`config.mk`:
```
export PLATFORM = sky130hd
export DESIGN_NAME = mem_arbiter
export DESIGN_NICKNAME = d
export VERILOG_FILES = /design/src/rtl/mem_arbiter.sv
export SDC_FILE = /design/constraint.sdc
export NUM_CORES = 1
export LEC_CHECK = 0
export CORE_MARGIN = 4
export CORE_UTILIZATION = 42
export CTS_BUF_LIST = sky130_fd_sc_hd__clkbuf_8
export DETAILED_ROUTE_END_ITERATION = 6
export HOLD_SLACK_MARGIN = 0.06
export PLACE_DENSITY = 0.81
export SKIP_CTS_REPAIR_TIMING = 1
export SYNTH_ARGS = -nofsm -noshare
export SYNTH_HDL_FRONTEND = slang
export SYNTH_SLANG_ARGS = --single-unit
```
`constraint.sdc`:
```
create_clock -name CLK -period 2.2 [get_ports CLK]
set_input_delay 0.44 -clock CLK [delete_from_list [all_inputs] [get_ports CLK]]
set_output_delay 0.44 -clock CLK [all_outputs]
set_load 0.1 [all_outputs]
```
`src/rtl/mem_arbiter.sv`:
```
// ---------------------------------------------------------------------------
// mem_arbiter
//
// Shares one RAM port between the instruction-fetch path and the data
// (load/store) path of the 5-stage pipeline. A registered FSM
// (IDLE -> DBUS/IBUS -> DONE -> IDLE) runs each access:
//   * IDLE picks a requester. Data normally wins.
//   * DBUS/IBUS drive the RAM strobes from latched copies of the request.
//     They wait out FREE/BUSY and retry ERROR responses up to MAX_RETRY times.
//   * DONE pulses ihit or dhit for exactly one cycle. The requester drops its
//     request at the edge that ends DONE. No arbitration happens in DONE, so a
//     stale request is never granted a second time.
//
// Optional feature (compile-time macro MEM_ARBITER_ARB_FAIR_EN):
//   Adds a starve counter. It counts data grants made while an instruction
//   fetch was waiting. When it reaches STARVE_LIMIT, the next IDLE grant goes
//   to the instruction path. Without the macro the arbiter uses strict data
//   priority and the counter does not exist.
//
// Parameters
//   WORD_W        data / address width
//   MAX_RETRY     ERROR responses tolerated per access before it is abandoned
//   STARVE_LIMIT  lost arbitrations before fetch is forced (fair build only)
//
// Ports
//   CLK, nRST            clock (rising edge), asynchronous active-low reset
//   iREN, iaddr          instruction read request (held until ihit) + address
//   ihit, iload          one-cycle hit pulse + registered instruction word
//   dREN, dWEN           data read / write request (held until dhit)
//   daddr, dstore        data address + store data
//   dhit, dload          one-cycle hit pulse + registered load word
//   ramREN, ramWEN       RAM read / write strobes (registered)
//   ramaddr, ramstore    RAM address / write data (from internal latches)
//   ramload, ramstate    RAM read data / status (0 FREE,1 BUSY,2 ACCESS,3 ERROR)
//   mem_err              sticky: an access was abandoned after MAX_RETRY errors
// ---------------------------------------------------------------------------
module mem_arbiter #(
  parameter int WORD_W       = 32,
  parameter int MAX_RETRY    = 3,
  parameter int STARVE_LIMIT = 4
) (
  input  logic              CLK,
  input  logic              nRST,
  // instruction path
  input  logic              iREN,
  input  logic [WORD_W-1:0] iaddr,
  output logic              ihit,
  output logic [WORD_W-1:0] iload,
  // data path
  input  logic              dREN,
  input  logic              dWEN,
  input  logic [WORD_W-1:0] daddr,
  input  logic [WORD_W-1:0] dstore,
  output logic              dhit,
  output logic [WORD_W-1:0] dload,
  // RAM port
  output logic              ramREN,
  output logic              ramWEN,
  output logic [WORD_W-1:0] ramaddr,
  output logic [WORD_W-1:0] ramstore,
  input  logic [WORD_W-1:0] ramload,
  input  logic [1:0]        ramstate,
  // status
  output logic              mem_err
);

  // RAM status codes that change the FSM's course. FREE and BUSY both mean
  // "keep waiting", so the FSM does not decode them separately.
  localparam logic [1:0] RS_ACCESS = 2'd2;
  localparam logic [1:0] RS_ERROR  = 2'd3;

  // The counter must hold the value MAX_RETRY itself, and it is kept at
  // least one bit wide so that MAX_RETRY = 0 still elaborates.
  localparam int RETRY_W = (MAX_RETRY < 1) ? 1 : $clog2(MAX_RETRY + 1);

  typedef enum logic [1:0] {
    IDLE = 2'd0,
    DBUS = 2'd1,
    IBUS = 2'd2,
    DONE = 2'd3
  } state_t;

  state_t               state_reg;
  logic [RETRY_W-1:0]   retry_reg;
  logic [WORD_W-1:0]    addr_reg;
  logic [WORD_W-1:0]    store_reg;
  logic [WORD_W-1:0]    iload_reg;
  logic [WORD_W-1:0]    dload_reg;
  logic                 write_reg;    // latched op: 1 = data store
  logic                 ren_reg;
  logic                 wen_reg;
  logic                 ihit_reg;
  logic                 dhit_reg;
  logic                 mem_err_reg;

  logic                 data_req;
  logic                 force_ifetch;
  logic                 grant_d;
  logic                 grant_i;
  logic                 retry_left;

  assign data_req = dREN | dWEN;

`ifdef MEM_ARBITER_ARB_FAIR_EN
  localparam int STARVE_W = (STARVE_LIMIT < 1) ? 1 : $clog2(STARVE_LIMIT + 1);

  logic [STARVE_W-1:0]  starve_reg;

  // Once the data path has won STARVE_LIMIT times in a row over a waiting
  // fetch, the fetch gets the port.
  assign force_ifetch = iREN && (starve_reg == STARVE_W'(STARVE_LIMIT));
`else
  assign force_ifetch = 1'b0;
`endif

  assign grant_d    = data_req && !force_ifetch;
  assign grant_i    = iREN && !grant_d;
  assign retry_left = (retry_reg < RETRY_W'(MAX_RETRY));

  // -------------------------------------------------------------------------
  // Single FSM process. Every output is a register, so reset clears the RAM
  // strobes, the hit pulses and mem_err without waiting for a clock edge.
  // -------------------------------------------------------------------------
  always_ff @(posedge CLK or negedge nRST) begin
    if (!nRST) begin
      state_reg   <= IDLE;
      retry_reg   <= '0;
      addr_reg    <= '0;
      store_reg   <= '0;
      iload_reg   <= '0;
      dload_reg   <= '0;
      write_reg   <= 1'b0;
      ren_reg     <= 1'b0;
      wen_reg     <= 1'b0;
      ihit_reg    <= 1'b0;
      dhit_reg    <= 1'b0;
      mem_err_reg <= 1'b0;
`ifdef MEM_ARBITER_ARB_FAIR_EN
      starve_reg  <= '0;
`endif
    end else begin
      case (state_reg)
        IDLE: begin
          retry_reg <= '0;
          if (grant_d) begin
            // When dREN and dWEN are both high, the access is a write.
            state_reg <= DBUS;
            addr_reg  <= daddr;
            store_reg <= dstore;
            write_reg <= dWEN;
            ren_reg   <= ~dWEN;
            wen_reg   <= dWEN;
`ifdef MEM_ARBITER_ARB_FAIR_EN
            if (iREN && (starve_reg != STARVE_W'(STARVE_LIMIT))) begin
              starve_reg <= starve_reg + 1'b1;
            end
`endif
          end else if (grant_i) begin
            state_reg <= IBUS;
            addr_reg  <= iaddr;
            store_reg <= '0;
            write_reg <= 1'b0;
            ren_reg   <= 1'b1;
            wen_reg   <= 1'b0;
`ifdef MEM_ARBITER_ARB_FAIR_EN
            starve_reg <= '0;
`endif
          end
        end

        DBUS, IBUS: begin
          if (ramstate == RS_ACCESS) begin
            state_reg <= DONE;
            retry_reg <= '0;
            ren_reg   <= 1'b0;
            wen_reg   <= 1'b0;
            if (state_reg == DBUS) begin
              dhit_reg <= 1'b1;
              if (!write_reg) begin
                dload_reg <= ramload;
              end
            end else begin
              ihit_reg  <= 1'b1;
              iload_reg <= ramload;
            end
          end else if (ramstate == RS_ERROR) begin
            if (retry_left) begin
              // Keep the strobes up and let the RAM try again.
              retry_reg <= retry_reg + 1'b1;
            end else begin
              // The retries are used up. Abandon the access but still pulse
              // the hit so the pipeline is not stalled forever. The load
              // register keeps its old value.
              state_reg   <= DONE;
              retry_reg   <= '0;
              ren_reg     <= 1'b0;
              wen_reg     <= 1'b0;
              mem_err_reg <= 1'b1;
              if (state_reg == DBUS) begin
                dhit_reg <= 1'b1;
              end else begin
                ihit_reg <= 1'b1;
              end
            end
          end
          // FREE / BUSY: hold everything as it is.
        end

        DONE: begin
          ihit_reg  <= 1'b0;
          dhit_reg  <= 1'b0;
          state_reg <= IDLE;
        end

        default: begin
          state_reg <= IDLE;
        end
      endcase
    end
  end

  assign ihit     = ihit_reg;
  assign iload    = iload_reg;
  assign dhit     = dhit_reg;
  assign dload    = dload_reg;
  assign ramREN   = ren_reg;
  assign ramWEN   = wen_reg;
  assign ramaddr  = addr_reg;
  assign ramstore = store_reg;
  assign mem_err  = mem_err_reg;

endmodule
```
# After elaboration in Yosys (flattened, before gate mapping)
# Cells that the tools add are included.
# op_classes
n_reduce_logical,15
n_eq_ne,8
muxes,33
n_lt_le_gt_ge,1
n_addsub,1
n_bitwise,6
# op_table
operator,count
$mux 32,4
$mux 2,8
$mux 1,15
$reduce_and 4->1,3
$ne 3x3->1 const B,3
$reduce_and 3->1,3
$eq 2x2->1 const B,4
$pmux 1 s2,4
$pmux 2 s3,1
$reduce_bool 2->1,3
$not 1->1,5
$pmux 2 s2,1
$reduce_and 2->1,2
$add 2x1->2 const B,1
$eq 2x1->1 const B,1
$logic_not 2->1,1
$lt 2x2->1 const B,1
$reduce_or 2->1,1
$logic_and 1x1->1,1
$logic_not 1->1,1
$or 1x1->1,1
# word_totals
wordCells,76
reg_bits,138

# Depth between registers and ports, before layout
# depth
word_depth,6
depth_mapped,7
mapped_depth_nobuf,5

# Worst setup path before layout
# No wires, ideal clock.
# synth_timing
path_type,register -> register
startpoint,register state_reg[0]
endpoint,register with a tool-made name
t_arrival_ns,1.670
period_less_slack_ns,1.798
setup_ns,0.128
slack_ns,0.402
path_stages_with_launch,7
path_cell_list,dfrtp_1 inv_1 ha_1 clkbuf_1 o21a_1 or3_1 mux2_1
# synth_lines
element,line_no,source
from (decl),83,state_t state_reg;
from (signal assigned),126,state_reg <= IDLE;
from (signal assigned),147,state_reg <= DBUS;
from (signal assigned),159,state_reg <= IBUS;

# Final worst setup path
# layout_timing
startpoint,register state_reg[0]
endpoint,register iload_reg[5] (netlist: iload[5])
# layout_between
elab_chain_cells,3
# layout_lines
element,line_no,source
$eq 2x1->1 / $eq 2x2->1 (equally long branches),"142, 177",
$reduce_or 2->1 / $not 1->1 (equally long branches),-,
$reduce_and 3->1 (no source line) *,-,
to (signal assigned),184,iload_reg <= ramload;
to (decl),87,logic [WORD_W-1:0] iload_reg;
# Mark *: on every way between the ends. The rest lies on a longest branch, timed or not.
# A chain may end at the register's enable or synchronous reset.

==> run_results.csv <==
group,metric,value,unit
synthesis,synth-simple-area-share,4.02,%
clocking,cts_tree,"done",
critical_path,cp.arrival,2.24,ns
drt,drt.antenna.violating_nets,0,
drt,drt-pass1-iter-count,4,
min_path,min_path_cells,1,
global_route,grt_pass1_vias,4460,
drt,vias,4316,
critical_path,cp_cell_sequence,"inv_1 > ha_1 > nand2_1 > nor3_4 > buf_12 > mux2_2",
critical_path,max_stage_delay,0.43,ns
die,die_h,124,um
synthesis,synthAdderAreaFrac,1.11,%
synthesis,synth_nets,545,
clocking,numCtsBuffers,17,
placed_design,place.gp.congestion,0.797,
status,status,"finished, final reports clean",
layout,n_fill_cell,1010,
critical_path,critPathSlowestCell,"dfrtp_1",
die,rows,42,
sta,setup_viol,0,
synthesis,synth_top_cell_by_area,"dfrtp_1",
critical_path,end_kind,"flop",
critical_path,crit_buf_inv,2,
synthesis,synthArstFlopShare,100,%
sta,tns,0,ns
global_route,grt-ovfl-total,0,
run,maxCapViolations,0,
layout,drive_above_1_share,35.8,%
min_path,hold_path_class,"reg2reg",
min_path,worstHoldStart,"mem_err",
synthesis,synthMuxAreaShare,20.3,%
critical_path,critPathKind,"reg2reg",
critical_path,r2r_cells,6,
clocking,clock_path_buffers,2,
drt,viasPerCell,4.95,
sta,period_minus_slack,1.94,ns
sta,tightest_slew,0.695,ns
synthesis,synth_warnings,0,
layout,layout.cells.non_filler,872,
sta,finalClockSkew,0.0106,ns
layout,antenna_cells,0,
synthesis,synth_xor_area_share,0,%
clocking,path_clk_slew,0.07,ns
sta,grt_setup_unrepaired,"no",
critical_path,reg2reg_from,"state_reg[0]",
synthesis,synth-edff-count,0,
die,dieArea,15300,um2
sta,finalHoldViolations,0,
layout,post-route-util,66.0,%
synthesis,synthTopCellsByArea,"dfrtp_1 (61%), mux2_2 (8.4%), mux2i_1 (6.0%), a22o_1 (5.4%), mux2_4 (5.3%)",
drt,drt_iter0_drc,189,
critical_path,worstSetupPathDepth,6,
synthesis,synth_seq_cells,138,
clocking,root_buffer,"clkbuf_8",
sta,drv_slew,0,
global_route,antenna_found_initial,0,
sta,timing.slew.headroom,53.6,%
synthesis,yosys.area.top_type_share,61.2,%
synthesis,syn_area_per_cell,13.9,um2
synthesis,synth-compound-area-share,10.5,%
synthesis,ys_seq_area_share,61.2,%
drt,wire_per_inst,17.0,um
clocking,worstSkewPairLatency,0.43,ns
clocking,htree_num_levels,4,
global_route,grt_pass1_wl,22.5,mm
synthesis,synth.distinct_cells,31,
synthesis,netlist_area,5640,um2
layout,fin_nets,824,
synthesis,synth_top_family_by_area,"multiplexers",
critical_path,critPathRequiredTime,2.50,ns
drt,drc,0,
clocking,clock_sinks,138,
placed_design,place_inst,840,
layout,area_growth,54.4,%
die,core_area,13200,um2
layout,finalInstanceArea,8710,um2
placed_design,hpwl,11.6,mm
critical_path,cp-startpoint,"state_reg[0]",
placed_design,dpl-instance-area,8260,um2
die,die_w,124,um
placed_design,io_buffer_count,267,
drt,drt-total-wl,14.8,mm
global_route,track_usage,19.1,%
sta,finalCritPeriodShare,88.2,%
global_route,grt_max_degree,56,
synthesis,synth_cells,405,
critical_path,cp-start-kind,"flop",
sta,fmax,515,MHz
die,start_util,42.8,%
die,ios,268,
synthesis,synthFlopType,"dfrtp_1",
critical_path,critical_path.max_fanout,32,
critical_path,crit_family,"flip-flops",
==> logic make-up (layout without fill, tap and decap cells) <==
kind of cell,count (synthesis),count (layout)
flip-flops,138,138
multiplexers,99,99
adder cells (fa/ha/maj),5,5
AO/OA/AOI/OAI,84,84
AND/OR/NAND/NOR,48,48
buffers and inverters,31,322
==> per-stage QoR <==
step	hold WS, ns	setup WS, ns
CTS	-0.0639	0.0836
floorplan	0.144	0.402
global route	0.511	0.122
global placement	0.408	-0.0758
finish	0.481	0.259
detailed placement	0.418	-0.193
==> layout by cell type, fill, tap and decap left out, drive strengths merged <==
cell type and instances:
a41o 1, or3 1, clkinv 2, mux2 65
bufinv 4, o2bb2ai 2, o21ai 36, a31oi 1
a22o 35, inv 8, a221oi 1, buf 152
nor4b 1, clkinvlp 1, o21a 1, a21oi 5
nand2 35, nor2 5, nor2b 2, o31ai 1
dlygate4sd3 1, ha 5, nor3 1, clkbuf 21
mux2i 34, dfrtp 138, o32ai 1, nand3 2
nand2b 1, clkdlybuf4s50 133
==> final timing paths <==
check | end | slack, ns
setup / recovery | iload[5] | 0.26
hold / removal | mem_err | 0.48
setup reg to reg | iload[5] | 0.26
hold reg to reg | mem_err | 0.48
max in group asynchronous | ramaddr[23] | 1.07
min in group asynchronous | dload[11] | 0.53
==> Yosys cell counts (5+ instances only) <==
| library cell | count |
|---|---|
| a21oi_1 | 5 |
| a22o_1 | 35 |
| buf_2 | 14 |
| clkbuf_1 | 9 |
| dfrtp_1 | 138 |
| ha_1 | 5 |
| mux2_2 | 42 |
| mux2_4 | 20 |
| mux2i_1 | 34 |
| nand2_1 | 35 |
| o21ai_0 | 34 |
==> worst register-to-register path: cells and delay by family (launching register included) <==
family | cells | cell delay (ns)
flops | 1 | 0.43
buf+inv | 2 | 0.32
fa+ha+maj | 1 | 0.42
mux | 1 | 0.37
simple gates | 2 | 0.29
==> area by class of cell <==
class,count,area [um2],share of cell area (%)
clock buffer,21,289,3.32
clock inverter,10,149,1.71
inverter,5,18.8,0.215
multi-input combinational,236,2040,23.5
sequential,138,3450,39.6
tap,176,220,2.53
timing repair buffer,286,2540,29.1
==> layer usage <==
metal | wire [um] | GRT usage (%) | part of all wire (%) | vias to the layer above
met1 | 5810 | 22.7 | 39 | 2112
met3 | 1420 | 7.04 | 9.6 | 13
met5 | 0 | 0 | 0 | -
li1 | - | - | - | 2007
met4 | 144 | 4.91 | 0.97 | 0
met2 | 7450 | 32.7 | 50 | 184
Power is left out: the tool's default activity adds up to more than one toggle a clock period on the data nets, which glitch-free logic cannot reach.
